<file path="src/rtl/end_screen_pkg.sv">
// Shared state encoding and default geometry/timing constants for the game-over screen sequencer.
package end_screen_pkg;

  typedef enum logic [1:0] {
    IDLE     = 2'd0,
    SLIDE_IN = 2'd1,
    SHOW     = 2'd2,
    RESTART  = 2'd3
  } end_state_t;

  localparam logic [10:0] END_START_Y        = 11'd0;
  localparam logic [10:0] END_FINAL_Y        = 11'd80;
  localparam int unsigned END_SLIDE_STEP     = 4;
  localparam int unsigned END_BLINK_FRAMES   = 16;
  localparam int unsigned END_LOCKOUT_FRAMES = 60;

endpackage

</file>
<file path="src/rtl/end_screen_ctrl_rise_detect.sv">
// Registered rising-edge detector: one-cycle pulse the cycle after a 0->1 transition of din.
module rise_detect (
  input  logic clk,
  input  logic reset,
  input  logic din,
  output logic rise
);

  logic prev_q;
  logic rise_q;
  logic rise_d;

  always_comb begin
    rise_d = din & ~prev_q;
  end

  always_ff @(posedge clk) begin
    if (reset) begin
      prev_q <= 1'b0;
      rise_q <= 1'b0;
    end else begin
      prev_q <= din;
      rise_q <= rise_d;
    end
  end

  assign rise = rise_q;

endmodule

</file>
<file path="src/rtl/end_screen_ctrl.sv">
// Game-over screen sequencer: slide-in, blink, restart lockout and restart strobe.
// Define END_SCREEN_BLINK_EN to build the blink counter that gates endScreenDR in SHOW.
module end_screen_ctrl
  import end_screen_pkg::*;
#(
  parameter logic [10:0] START_Y        = END_START_Y,
  parameter logic [10:0] FINAL_Y        = END_FINAL_Y,
  parameter int unsigned SLIDE_STEP     = END_SLIDE_STEP,
  parameter int unsigned BLINK_FRAMES   = END_BLINK_FRAMES,
  parameter int unsigned LOCKOUT_FRAMES = END_LOCKOUT_FRAMES
) (
  input  logic        clk,
  input  logic        reset,
  input  logic        startOfFrame,
  input  logic        gameEnded,
  input  logic        restartKey,
  input  logic        bitmapDR,
  output logic [10:0] topLeftY,
  output logic        endScreenDR,
  output logic        freezeGame,
  output logic        restartPulse
);

  localparam logic [11:0] STEP_12  = 12'(SLIDE_STEP);
  localparam logic [11:0] FINAL_12 = {1'b0, FINAL_Y};
  localparam logic [15:0] LOCKOUT  = 16'(LOCKOUT_FRAMES);

  if (SLIDE_STEP < 1) begin : g_bad_step
    $error("SLIDE_STEP must be at least 1");
  end
  if (BLINK_FRAMES < 1) begin : g_bad_blink
    $error("BLINK_FRAMES must be at least 1");
  end

  logic        game_rise;
  logic        key_rise;
  end_state_t  state_q, state_d;
  logic [10:0] top_y_q, top_y_d;
  logic [15:0] frame_cnt_q, frame_cnt_d;
  logic        freeze_q, freeze_d;
  logic        pulse_q, pulse_d;
  logic [11:0] slide_next;
  logic        phase;

  rise_detect u_game_rise (
    .clk   (clk),
    .reset (reset),
    .din   (gameEnded),
    .rise  (game_rise)
  );

  rise_detect u_key_rise (
    .clk   (clk),
    .reset (reset),
    .din   (restartKey),
    .rise  (key_rise)
  );

  always_ff @(posedge clk) begin
    if (reset) begin
      state_q     <= IDLE;
      top_y_q     <= START_Y;
      frame_cnt_q <= '0;
      freeze_q    <= 1'b0;
      pulse_q     <= 1'b0;
    end else begin
      state_q     <= state_d;
      top_y_q     <= top_y_d;
      frame_cnt_q <= frame_cnt_d;
      freeze_q    <= freeze_d;
      pulse_q     <= pulse_d;
    end
  end

  always_comb begin
    state_d     = state_q;
    top_y_d     = top_y_q;
    frame_cnt_d = frame_cnt_q;
    // 12-bit sum so a step past 2047 cannot wrap below FINAL_Y
    slide_next  = {1'b0, top_y_q} + STEP_12;
    case (state_q)
      IDLE: begin
        top_y_d     = START_Y;
        frame_cnt_d = '0;
        if (game_rise) state_d = SLIDE_IN;
      end
      SLIDE_IN: begin
        if (startOfFrame) begin
          if (slide_next >= FINAL_12) begin
            top_y_d     = FINAL_Y;
            frame_cnt_d = '0;
            state_d     = SHOW;
          end else begin
            top_y_d = slide_next[10:0];
          end
        end
      end
      SHOW: begin
        if (startOfFrame && (frame_cnt_q != LOCKOUT)) frame_cnt_d = frame_cnt_q + 16'd1;
        if ((frame_cnt_q == LOCKOUT) && key_rise) state_d = RESTART;
      end
      RESTART: begin
        top_y_d = START_Y;
        state_d = IDLE;
      end
      default: state_d = IDLE;
    endcase
  end

  always_comb begin
    freeze_d    = (state_d != IDLE);
    pulse_d     = (state_d == RESTART);
    endScreenDR = 1'b0;
    case (state_q)
      SLIDE_IN: endScreenDR = bitmapDR;
      SHOW:     endScreenDR = bitmapDR & phase;
      default:  endScreenDR = 1'b0;
    endcase
  end

`ifdef END_SCREEN_BLINK_EN
  localparam logic [15:0] BLINK_LAST = 16'(BLINK_FRAMES - 1);

  logic [15:0] blink_cnt_q, blink_cnt_d;
  logic        phase_q, phase_d;

  // Every SHOW visit starts visible with a fresh half-period.
  always_comb begin
    blink_cnt_d = blink_cnt_q;
    phase_d     = phase_q;
    if (state_q != SHOW) begin
      blink_cnt_d = '0;
      phase_d     = 1'b1;
    end else if (startOfFrame) begin
      if (blink_cnt_q == BLINK_LAST) begin
        blink_cnt_d = '0;
        phase_d     = ~phase_q;
      end else begin
        blink_cnt_d = blink_cnt_q + 16'd1;
      end
    end
  end

  always_ff @(posedge clk) begin
    if (reset) begin
      blink_cnt_q <= '0;
      phase_q     <= 1'b1;
    end else begin
      blink_cnt_q <= blink_cnt_d;
      phase_q     <= phase_d;
    end
  end

  assign phase = phase_q;
`else
  assign phase = 1'b1;
`endif

  assign topLeftY     = top_y_q;
  assign freezeGame   = freeze_q;
  assign restartPulse = pulse_q;

endmodule

</file>
<file path="config.mk">
export PLATFORM = sky130hd
export DESIGN_NAME = end_screen_ctrl
export DESIGN_NICKNAME = d
export VERILOG_FILES = /design/src/rtl/end_screen_pkg.sv /design/src/rtl/end_screen_ctrl_rise_detect.sv /design/src/rtl/end_screen_ctrl.sv
export SDC_FILE = /design/constraint.sdc
export NUM_CORES = 1
export LEC_CHECK = 0
export BUFFER_PORTS_ARGS = -buffer_cell sky130_fd_sc_hd__buf_2
export CELL_PAD_IN_SITES_DETAIL_PLACEMENT = 0
export CELL_PAD_IN_SITES_GLOBAL_PLACEMENT = 1
export CORE_MARGIN = 2
export CORE_UTILIZATION = 43
export CTS_CLUSTER_DIAMETER = 50
export DETAILED_ROUTE_END_ITERATION = 8
export MAX_ROUTING_LAYER = met4
export PLACE_DENSITY = 0.78
export SLEW_MARGIN = 15
export SYNTH_ARGS = -nofsm -noshare
export SYNTH_HDL_FRONTEND = slang
export SYNTH_SLANG_ARGS = --single-unit
</file>
<file path="constraint.sdc">
create_clock -name clk -period 4.25 [get_ports clk]
set_input_delay 0.85 -clock clk [delete_from_list [all_inputs] [get_ports clk]]
set_output_delay 0.85 -clock clk [all_outputs]
set_load 0.01 [all_outputs]
</file>
== Word-level counts from Yosys, hierarchy flattened ==
Cells that the tools add are included.

* Bits in registers: 35
* Latch bits: 0
* RAM bits: 0
* ROM bits: 0
* Input bits: 6
* Output and inout port bits: 14
* Logic and storage cells: 48
* Memories kept: 0

* Add/sub/neg operators: 2
* $mul: 0
* Divide/modulo/power cells: 0
* Order comparisons: 1
* Equal/unequal tests: 9
* Shifts and indexed selects: 0
* Mux-type cells: 13
* Bitwise gates (word level): 4
* Reduce and logical (&&, ||, !) cells: 10

{| class="wikitable"
|+ Operator list
! cell !! count
|-
| $mux W16 || 3
|-
| $pmux W16 S3 || 1
|-
| $mux W11 || 2
|-
| $pmux W11 S2 || 1
|-
| $add A16 B1 Y16 const B || 1
|-
| $eq A16 B6 Y1 const B || 1
|-
| $ne A16 B6 Y1 const B || 1
|-
| $add A11 B3 Y12 const B || 1
|-
| $ge A12 B7 Y1 const B || 1
|-
| $mux W2 || 4
|-
| $pmux W2 S4 || 1
|-
| $eq A2 B2 Y1 const B || 3
|-
| $ne A2 B2 Y1 const B || 3
|-
| $reduce_and A4 Y1 || 1
|-
| $reduce_bool A2 Y1 || 2
|-
| $reduce_or A2 Y1 || 2
|-
| $reduce_bool A3 Y1 || 1
|-
| $and A1 B1 Y1 || 2
|-
| $eq A2 B1 Y1 const B || 1
|-
| $logic_and A1 B1 Y1 || 2
|-
| $logic_not A2 Y1 || 1
|-
| $not A1 Y1 || 2
|-
| $reduce_and A2 Y1 || 1
|-
| $mux W1 || 1
|}

== Longest topological paths before layout ==
Gate-level depths: netlist of run 1.

* Depth in word-level cells: 6
* Gate-level depth with buffers: 9
* Gate-level depth less buffers: 8

== Hierarchy ==
From an unflattened synthesis of run 1, not the netlist that was laid out.

* Cells, all modules: 240
* Area total of the unflattened synthesis: 1,908.1 um^2

{| class="wikitable"
|+ Modules (own cells, without submodules)
! module !! times used !! cells an instance !! area an instance (um^2) !! sequential area each (um^2)
|-
| end_screen_ctrl || 1 || 232 || 1,790.5 || 580.6
|-
| rise_detect || 2 || 4 || 58.8 || 40.0
|}

== Worst setup path after synthesis of run 1 ==
No wires, ideal clock.

* Path kind: register to register
* Start: reg top_y_q[2], in the netlist topLeftY[2]
* End: reg top_y_q[2], in the netlist topLeftY[2]
* Library setup time: 70 ps
* Arrival: 2,082 ps
* Data required time: 4,180 ps
* Setup slack: 2,098 ps
* Cell stages (with the launch flop): 9
* Buffers on the path: 1
* Clock period less this slack: 2,152 ps
* Cells stage by stage: dfxtp_1 -> ha_1 -> a311o_1 -> o31ai_2 -> a31oi_1 -> or2_1 -> buf_6 -> or4_1 -> a21oi_1

* Cells in the longest elaborated chain, start to end: 5

{| class="wikitable"
|+ RTL lines
! what !! line !! source
|-
| start, declared || end_screen_ctrl.sv:38 || <nowiki>logic [10:0] top_y_q, top_y_d;</nowiki>
|-
| start signal, assigned || end_screen_ctrl.sv:68 || <nowiki>top_y_q <= top_y_d;</nowiki>
|-
| $add A11 B3 Y12 (*) || end_screen_ctrl.sv:80 || <nowiki>slide_next = {1'b0, top_y_q} + STEP_12;</nowiki>
|-
| $ge A12 B7 Y1 || end_screen_ctrl.sv:89 || <nowiki>if (slide_next >= FINAL_12) begin</nowiki>
|-
| $mux W11 (*) || end_screen_ctrl.sv:89 ||
|-
| $mux W11 (*) || end_screen_ctrl.sv:88 || <nowiki>if (startOfFrame) begin</nowiki>
|-
| $pmux W11 S2 (*) || end_screen_ctrl.sv:81 || <nowiki>case (state_q)</nowiki>
|}

Mark *: on every way between the ends. The rest lies on a longest branch, timed or not. The select of a mux whose other input is x is not followed.
A chain may end at the register's enable or synchronous reset.

== Worst setup path in the final report of run 1 ==
* Start: reg top_y_q[2], in the netlist topLeftY[2]
* End: reg frame_cnt_q[2]

* Cells in the longest elaborated chain, start to end: 4

{| class="wikitable"
|+ RTL lines
! what !! line !! source
|-
| $add A11 B3 Y12 || end_screen_ctrl.sv:80 ||
|-
| $ge A12 B7 Y1 || end_screen_ctrl.sv:89 ||
|-
| $ne A2 B2 Y1 (no line) || -- ||
|-
| $reduce_and A4 Y1 (no line) || -- ||
|-
| end signal, assigned || end_screen_ctrl.sv:69 || <nowiki>frame_cnt_q <= frame_cnt_d;</nowiki>
|-
| end, declared || end_screen_ctrl.sv:39 || <nowiki>logic [15:0] frame_cnt_q, frame_cnt_d;</nowiki>
|}

Every way passes these cells.

==> metrics.txt, run 1 <==
status completed; Synth area leaders dfxtp_1 35%, nand2_1 6.3%, a32o_1 5.8%; top post-synthesis cells by count 33 x dfxtp_1, 32 x nand2_1, 17 x nor3_1, 11 x a32o_1, 11 x nand3_1; antenna cells 0; Clock Skew 0.00464 ns; Root Driver clkbuf_8; die span in y 70.4 um; Post-CTS Setup Inserts 0; # DRC 0; Final Core Density 47.5%; clk sinks 33; register bit total from synthesis 33; Post-synth EDFFs 0; # rows 24; Synth Flop Type dfxtp_1; Mapped Cells 231; area share of the largest cell type after synthesis 34.9%; fin. max-slew vios 0; Worst Min Path Start u_key_rise.prev_q; Post-CTS Hold Buffers 0; FMAX 0.398 GHz; CP max stage delay 0.49 ns; Most flops, register frame_cnt_q; Slew Limit Headroom 54.3%; Min Clock Period, post-route 2.51 ns; Critical Path Source Type flop; CTS H-tree depth 2; total CTS buffers 5; reg2reg start topLeftY[2]; Worst-path clk slew 0.07 ns; Max Root-Sink Buffers 2; Starting Density 44.1%; drt first-iter violations 110; Max stage delay cell, worst path o21a_1; Die Area 4950 um^2; initial antenna violation count 0; number of flip-flops under the largest register name 16; Final setup viols 0; Crit path required time 4.43 ns; Crit Path Max Fanout 16; Crit Path Class reg2reg; GR Overflow Total 0; Area Growth Syn to Fin 7.80%; Nets 256; share of cells above drive strength 1 14.0%; vias 1745; I/O Buffers 17; largest net degree at the start of global routing 30; Final Hold Vio Count 0; Core ar. 4290 um^2; Critical Path Sink Type flop; Worst Tran Pin Value 0.685 ns; Worst VDD drop 0.195 mV; dominant cell type by area after synthesis dfxtp_1; Ys Warns 0; Synth Area per Inst 8.20 um^2; CTS tree built; Power Dens Cells 305 nW/um^2; pre-CTS setup slack 1.72 ns; final setup margin 1.74 ns; Antenna Nets Post-Route 0; P_leak 0.809 nW; # fillers 458; RSZ-0062 raised after global routing false; Tcrit/Tclk final 59.2%; vias in the first global route 1544; post-cts resize count 0; asr flop ratio synth 0%; insertion delay to the later sink of the worst-skew pair 0.28 ns; Boundary Pins 20; Pre-antenna DRT Iters 4; synthesized cell area 1890 um^2; total track usage 18.8%; Die X 70.4 um; max-cap violations 0; post-synth cell types 47; global-route wire length before repair 7.29 mm; Arr. time, crit path 2.69 ns; sequential area share after synthesis 34.9%; final WL 4.42 mm; Hold WC Path Type reg2reg; drt wl/cell 15.0 um; gpl congestion 0.821; DP HPWL 2.92 mm; setup TNS 0 ns; via/cell ratio 5.92; crit path from topLeftY[2]; critical path cell sequence ha_1 -> and3_2 -> a21oi_1 -> o311ai_1 -> o21a_1 -> o21ai_0 -> a32o_1; final hold slack 0.387 ns; most frequent cell after synthesis dfxtp_1
metrics by stage:
stage	std cells	total power [mW]	area, um^2
global placement	287	0.369	1940
CTS	295	0.628	2040
finish	295	0.622	2040
detailed placement	287	0.369	1940
floorplan	232	0.360	1900
global route	295	0.647	2040
layout make-up:
cell class | count | area [um^2] | area share (%)
multi-input combinational | 175 | 1090 | 53.5
sequential | 33 | 661 | 32.4
clock buffer | 7 | 96.3 | 4.72
timing repair buffer | 17 | 85.1 | 4.17
tap | 52 | 65.1 | 3.19
inverter | 10 | 37.5 | 1.84
clock inverter | 1 | 5.00 | 0.245
cell usage in the layout, fill, tap and decap left out, types with 2 or more instances in the layout:
cell / Yosys / routed
a21oi_1: 10 / 10
a311o_2: 2 / 2
a31oi_1: 3 / 3
a32o_1: 11 / 11
and3_1: 9 / 9
buf_2: 1 / 17
clkbuf_8: 2 / 7
conb_1: 1 / 2
dfxtp_1: 33 / 33
ha_1: 8 / 8
inv_1: 10 / 10
nand2_1: 32 / 32
nand3_1: 11 / 11
nand3b_1: 2 / 2
nand4_1: 7 / 7
nor2_1: 8 / 8
nor2b_1: 5 / 5
nor3_1: 17 / 17
nor3b_1: 5 / 5
nor4_1: 7 / 7
o21ai_0: 7 / 7
o2bb2ai_1: 3 / 3
o31ai_1: 3 / 3
or2_2: 2 / 2
or4_1: 2 / 2
cell families (layout without fill, tap and decap cells):
kind of cell,after synthesis,after routing,share of synthesized area [%]
other cells,1,2,0.198
fa+ha+maj,8,8,5.29
flops,33,33,34.9
buf+inv,24,35,7.67
compound gates,52,52,21.0
simple gates,113,113,31.0
path summary, 6_finish.rpt:
check        slack, ns         endpoint  cells past startpoint
max reg2reg       1.74   frame_cnt_q[2]                      7
min               0.39  u_key_rise.rise                      1
min reg2reg       0.39  u_key_rise.rise                      1
max               1.74   frame_cnt_q[2]                      7
report_power, final:
part / total (mW) / internal (mW) / switching [mW]
combinational: 0.0459 / 0.0148 / 0.0311
clock: 0.260 / 0.146 / 0.113
sequential: 0.316 / 0.313 / 0.00278
total: 0.622 / 0.475 / 0.147
layer usage:
metal / vias up / track usage, % / wire [um]
met1: 823 / 26.1 / 2160
met4: 0 / 6.20 / 42
li1: 879 / - / -
met2: 39 / 27.4 / 2010
met3: 4 / 3.90 / 209
met5: - / - / 0
worst max-delay path, delay by kind of cell (launching register included):
kind | cells | cell delay [ns]
AO/OA/AOI/OAI | 5 | 1.37
adder cells (fa/ha/maj) | 1 | 0.35
flip-flops | 1 | 0.46
AND/OR/NAND/NOR | 1 | 0.23
(Power assumes the default switching activity.)
==> inputs of run 2 (changes only) <==
--- a/config.mk
+++ b/config.mk
@@ -9,11 +9,11 @@
 export CELL_PAD_IN_SITES_DETAIL_PLACEMENT = 0
 export CELL_PAD_IN_SITES_GLOBAL_PLACEMENT = 1
 export CORE_MARGIN = 2
-export CORE_UTILIZATION = 43
+export CORE_UTILIZATION = 39
 export CTS_CLUSTER_DIAMETER = 50
 export DETAILED_ROUTE_END_ITERATION = 8
 export MAX_ROUTING_LAYER = met4
-export PLACE_DENSITY = 0.78
+export PLACE_DENSITY = 0.75
 export SLEW_MARGIN = 15
 export SYNTH_ARGS = -nofsm -noshare
 export SYNTH_HDL_FRONTEND = slang
==> constraint.sdc (replaced) <==
create_clock -name clk -period 2.2 [get_ports clk]
set_input_delay 0.44 -clock clk [delete_from_list [all_inputs] [get_ports clk]]
set_output_delay 0.44 -clock clk [all_outputs]
set_load 0.01 [all_outputs]
==> run 2 against run 1 <==
Net effect: fmax is 24% higher; final cell count is 5.1% higher; highest routed layer unchanged; sequential share of layout area is 1.5 points lower; largest cell class unchanged; die area is 9.7% higher; core utilization is 1.8 points lower; sequential cell count stayed put; hold slack worse by 0.0071 ns; routed wire length is 0.68% higher.
==> metrics.txt, run 2 (synthesis results as in run 1) <==
CTS H-tree depth 2 (unchanged); Worst Tran Pin Value 0.564 ns (-0.121 ns); Root Driver clkbuf_8; final WL 4.45 mm (+0.68%); Final Non-Filler Cells 310 (+5.1%); total CTS buffers 5 (unchanged); vias 1775 (+1.7%); Crit path required time 2.42 ns (-2.01 ns); flop2flop setup slack 0.17 ns (-1.57 ns); fin. max-slew vios 0 (unchanged); via/cell ratio 5.73 (-3.2%); Final setup viols 0 (unchanged); Critical Path Source Type flop; Clock Skew 0.00634 ns (+0.00170 ns); Post-CTS Hold Buffers 0 (unchanged); Min Clock Period, post-route 2.03 ns (-0.484 ns); crit path from topLeftY[2]; GR Overflow Total 0 (unchanged); family with the most delay on the worst path simple AND/OR/NAND/NOR gates; Hold WC Path Type reg2reg; I/O Buffers 17 (unchanged); Die X 73.7 um (+4.7%); Pre-antenna DRT Iters 4 (unchanged); status completed; critical path depth 7 (unchanged); gpl congestion 0.812 (-1.0%); # rows 25 (+4.2%); Arr. time, crit path 2.25 ns (-0.44 ns); critical path cell sequence ha_2 -> a311o_1 -> o31ai_2 -> a31oi_1 -> or2_4 -> or4_1 -> a21oi_1; Worst-path clk slew 0.07 ns (about the same); Area Growth Syn to Fin 13.4%; P_leak 0.869 nW (+7.4%); Worst R2R Path Depth 7 (unchanged); FMAX 0.493 GHz (+24%); Crit Path Class reg2reg; Bufs and invs on worst path 0 (unchanged); # DRC 0 (unchanged); max-cap violations 0 (unchanged); DP Cell Count 303 (+5.6%); Most flops, register frame_cnt_q; clk sinks 33 (unchanged); initial antenna violation count 0 (unchanged); Boundary Pins 20 (unchanged); antenna cells 0 (unchanged); drt first-iter violations 98 (-11%); DP HPWL 3.03 mm (+3.8%); worst setup path end topLeftY[2]; CP max stage delay 0.40 ns (-0.09 ns); total track usage 19.1% (+0.25 points); Antenna Nets Post-Route 0 (unchanged); commonest non-fill, non-tap cells in the layout 32 x nand2_1, 32 x dfxtp_1, 17 x nor3_1, 17 x buf_2, 14 x buf_4; Tcrit/Tclk final 92.3% (+33 points); worst r2r dst topLeftY[2]; Crit Path Max Fanout 9 (-7); die span in y 73.7 um (+4.7%); Core ar. 4690 um^2 (+9.3%); Post-CTS Setup Inserts 0 (unchanged); global-route wire length before repair 7.75 mm (+6.2%); Starting Density 40.3% (-3.7 points); Nets 270 (+5.5%); drt wl/cell 14.3 um (-4.2%); Critical Path Sink Type flop; Final Hold Vio Count 0 (unchanged); share of cells above drive strength 1 19.5% (+5.5 points); setup TNS 0 ns (unchanged); reg2reg start topLeftY[2]; Worst VDD drop 0.312 mV (+60%); RSZ-0062 raised after global routing false; Slew Limit Headroom 62.4% (+8.1 points); Max stage delay cell, worst path or4_1; CTS tree built; number of flip-flops under the largest register name 16 (unchanged); Max Root-Sink Buffers 2 (unchanged); Die Area 5430 um^2 (+9.7%); vias in the first global route 1637 (+6.0%); insertion delay to the later sink of the worst-skew pair 0.29 ns (about the same); largest net degree at the start of global routing 30 (unchanged); Power Dens Cells 548 nW/um^2 (+80%)
==> run 2: changes by cell type in the layout (fill, tap and decap cells not counted), sizes merged <==
cell and change:
buf +14, clkinv -1
==> run 2: where the power goes <==
group          internal (mW)  total (mW)  leakage (nW)  switching (mW)
Clock                  0.248       0.461        0.0443           0.213
Combinational         0.0403       0.104         0.557          0.0641
Sequential             0.606       0.610         0.268         0.00446
Total                  0.894        1.18         0.869           0.282
==> run 2: how the worst min path moves through the flow <==
stage | slack (ns) | endpoint | depth (start not counted) | start
final | 0.38 | u_game_rise.rise | 1 | u_game_rise.prev_q
after global routing | 0.40 | u_game_rise.rise | 1 | u_game_rise.prev_q
after CTS | 0.38 | u_game_rise.rise | 1 | u_game_rise.prev_q
after detailed placement | 0.37 | u_game_rise.rise | 1 | u_game_rise.prev_q
after global placement | 0.37 | u_key_rise.rise | 1 | u_key_rise.prev_q
after floorplan | 0.37 | u_game_rise.rise | 1 | u_game_rise.prev_q
==> run 2: worst reg2reg max path, delay by kind of cell, from the launching register on <==
family,cells,cell delay [ns]
AOI/OAI and AO/OA,4,0.71
and+or+nand+nor,2,0.72
adders and majority gates,1,0.21
DFF,1,0.32
==> run 2: timing repair <==
action	CTS	global route
setup endpoints to repair	0	16
resized for setup	0	4
endpoints found under the hold margin	0	0
==> run 2: layout make-up <==
cell class	count	area (um^2)
clock buffers	7	86.3
flip-flops and latches	33	662
multi-input cells	175	1100
well taps	54	67.6
repair buffers	31	190
inverters	10	37.5
fillers	485	2540
==> run 2: routing by layer <==
layer / wire length, um / GRT usage [%]
met5: 0 / -
met4: 86 / 7.47
met3: 228 / 4.53
met2: 1920 / 28.4
met1: 2210 / 25.0
==> run 2: per-stage QoR <==
step	total power, mW	hold slack [ns]	utilization, %	instance area (um^2)	setup WS [ns]
floorplan	0.695	0.367	-	1900	0.0483
global placement	0.727	0.371	43.6	2050	0.108
detailed placement	0.727	0.375	43.6	2050	0.0745
CTS	1.20	0.384	45.5	2130	0.0528
global route	1.24	0.402	45.8	2150	0.00139
finish	1.18	0.380	45.8	2150	0.170
==> inputs of run 3 (changes only) <==
--- a/config.mk
+++ b/config.mk
@@ -9,12 +9,11 @@
 export CELL_PAD_IN_SITES_DETAIL_PLACEMENT = 0
 export CELL_PAD_IN_SITES_GLOBAL_PLACEMENT = 1
 export CORE_MARGIN = 2
-export CORE_UTILIZATION = 39
+export CORE_UTILIZATION = 43
 export CTS_CLUSTER_DIAMETER = 50
 export DETAILED_ROUTE_END_ITERATION = 8
 export MAX_ROUTING_LAYER = met4
-export PLACE_DENSITY = 0.75
-export SLEW_MARGIN = 15
+export PLACE_DENSITY = 0.77
 export SYNTH_ARGS = -nofsm -noshare
 export SYNTH_HDL_FRONTEND = slang
 export SYNTH_SLANG_ARGS = --single-unit
==> constraint.sdc (replaced) <==
create_clock -name clk -period 2.55 [get_ports clk]
set_input_delay 0.51 -clock clk [delete_from_list [all_inputs] [get_ports clk]]
set_output_delay 0.51 -clock clk [all_outputs]
set_load 0.01 [all_outputs]
==> run 3 against run 2 <==
Net effect: final cell count shrank 3.5%; clock skew shrank 0.0040 ns; global-route usage shrank 0.33 points; highest routed layer unchanged.
==> metrics.txt, run 3 (synthesis results as in run 1) <==
I/O Buffers 17 (unchanged); Post-CTS Hold Buffers 0 (unchanged); # DRC 0 (unchanged); final WL 4.27 mm (-4.0%); # fillers 452 (-6.8%); number of flip-flops under the largest register name 16 (unchanged); FMAX 0.426 GHz (-14%); commonest non-fill, non-tap cell in the layout dfxtp_1; Arr. time, crit path 2.53 ns (+0.28 ns); DP HPWL 2.91 mm (-3.9%); Multi-input gate area 1090 um^2 (-1.1%); post-cts resize count 0 (unchanged); Crit Path Max Fanout 11 (+2); clk sinks 33 (unchanged); drt first-iter violations 109 (+11%); Worst Tran Pin Value 0.552 ns (-0.0127 ns); Most flops, register frame_cnt_q; Boundary Pins 20 (unchanged); Critical Path Source Type flop; antenna cells 0 (unchanged); Slew Limit Headroom 63.2% (+0.85 points); Antenna Nets Post-Route 0 (unchanged); status completed; insertion delay to the later sink of the worst-skew pair 0.28 ns (about the same); via/cell ratio 5.88 (+2.7%); critical path cell sequence ha_1 -> and3_2 -> a21oi_1 -> o311ai_1 -> o21a_1 -> buf_4 -> nand2_1 -> a32o_1; Hold WC Path Type reg2reg; Die Area 4950 um^2 (-8.8%); Final setup viols 0 (unchanged); Final Hold Vio Count 0 (unchanged); Starting Density 44.1% (+3.7 points); gpl congestion 0.759 (-6.5%); commonest non-fill, non-tap cells in the layout 33 x dfxtp_1, 32 x nand2_1, 17 x nor3_1, 17 x buf_2; CTS H-tree depth 2 (unchanged); Nets 260 (-3.7%); vias 1759 (-0.90%); Worst-path clk slew 0.07 ns (about the same); Tcrit/Tclk final 92.1% (-0.22 points); Min Clock Period, post-route 2.35 ns (+0.317 ns); CP max stage delay 0.45 ns (+0.05 ns); flop2flop setup slack 0.20 ns (+0.03 ns); GR Overflow Total 0 (unchanged); total track usage 18.8% (-0.33 points); largest net degree at the start of global routing 30 (unchanged); Max stage delay cell, worst path dfxtp_1; fin. max-slew vios 0 (unchanged); Area Growth Syn to Fin 9.39%; Die X 70.4 um (-4.5%); # rows 24 (-4.0%); final instance area 2070 um^2 (-3.6%); max-cap violations 0 (unchanged); drt wl/cell 14.3 um (-0.47%); Root Driver clkbuf_8; Placement Cell Area 1970 um^2 (-3.8%); Crit path required time 2.73 ns (+0.31 ns); Post-CTS Setup Inserts 0 (unchanged); Core ar. 4290 um^2 (-8.5%); Worst VDD drop 0.255 mV (-18%); FF/Latch Area 661 um^2 (-0.19%); CTS tree built; Max Root-Sink Buffers 2 (unchanged); Crit Path Class reg2reg; die span in y 70.4 um (-4.5%); Pre-antenna DRT Iters 4 (unchanged); RSZ-0062 raised after global routing false; total CTS buffers 5 (unchanged); vias in the first global route 1524 (-6.9%); Final Non-Filler Cells 299 (-3.5%); setup TNS 0 ns (unchanged); initial antenna violation count 0 (unchanged); Power Dens Cells 504 nW/um^2 (-7.9%); Clock Skew 0.00236 ns (-0.00398 ns); DP Cell Count 291 (-4.0%); Final Core Density 48.2% (+2.5 points); share of cells above drive strength 1 15.4% (-4.1 points); P_leak 0.829 nW (-4.6%); global-route wire length before repair 7.29 mm (-5.9%); Critical Path Sink Type flop
-- run 3: final cells by class --
| class | count | share of cell area [%] |
|---|---|---|
| clock buffer | 7 | 4.65 |
| clock inverter | 1 | 0.242 |
| inverter | 10 | 1.81 |
| multi-input combinational | 175 | 52.7 |
| sequential | 33 | 31.9 |
| tap | 52 | 3.14 |
| timing repair buffer | 21 | 5.56 |
-- run 3: critical path, delay by kind of cell, from the launching register on --
family / cells / cell delay [ns]
fa+ha+maj: 1 / 0.33
buf+inv: 1 / 0.22
simple gates: 2 / 0.30
flops: 1 / 0.45
compound gates: 4 / 0.94
-- run 3: worst paths after layout --
kind	startpoint	endpoint	depth (start not counted)
setup / recovery	topLeftY[2]	frame_cnt_q[15]	8
hold / removal	u_key_rise.prev_q	u_key_rise.rise	1
setup reg to reg	topLeftY[2]	frame_cnt_q[15]	8
hold reg to reg	u_key_rise.prev_q	u_key_rise.rise	1
-- run 3: per-stage QoR --
step	worst slack, ns	power [mW]	hold slack (ns)
6_report	0.202	1.04	0.383
5_1_grt	0.0321	1.09	0.398
4_1_cts	0.217	1.06	0.387
3_5_place_dp	0.254	0.617	0.377
3_3_place_gp	0.250	0.618	0.370
2_1_floorplan	0.398	0.600	0.367
-- run 3: report_power, final --
part | leakage (nW) | switching [mW] | internal (mW)
Combinational | 0.508 | 0.0515 | 0.0271
Clock | 0.0542 | 0.195 | 0.244
Sequential | 0.267 | 0.00477 | 0.522
-- run 3: metal layers --
layer	vias up	global-route usage, %	wire, um	part of all wire [%]
met5	-	-	0	0
met2	32	27.6	1970	46
met3	8	4.33	138	3.2
li1	892	-	-	-
met4	0	6.41	64	1.5
met1	827	25.3	2090	49
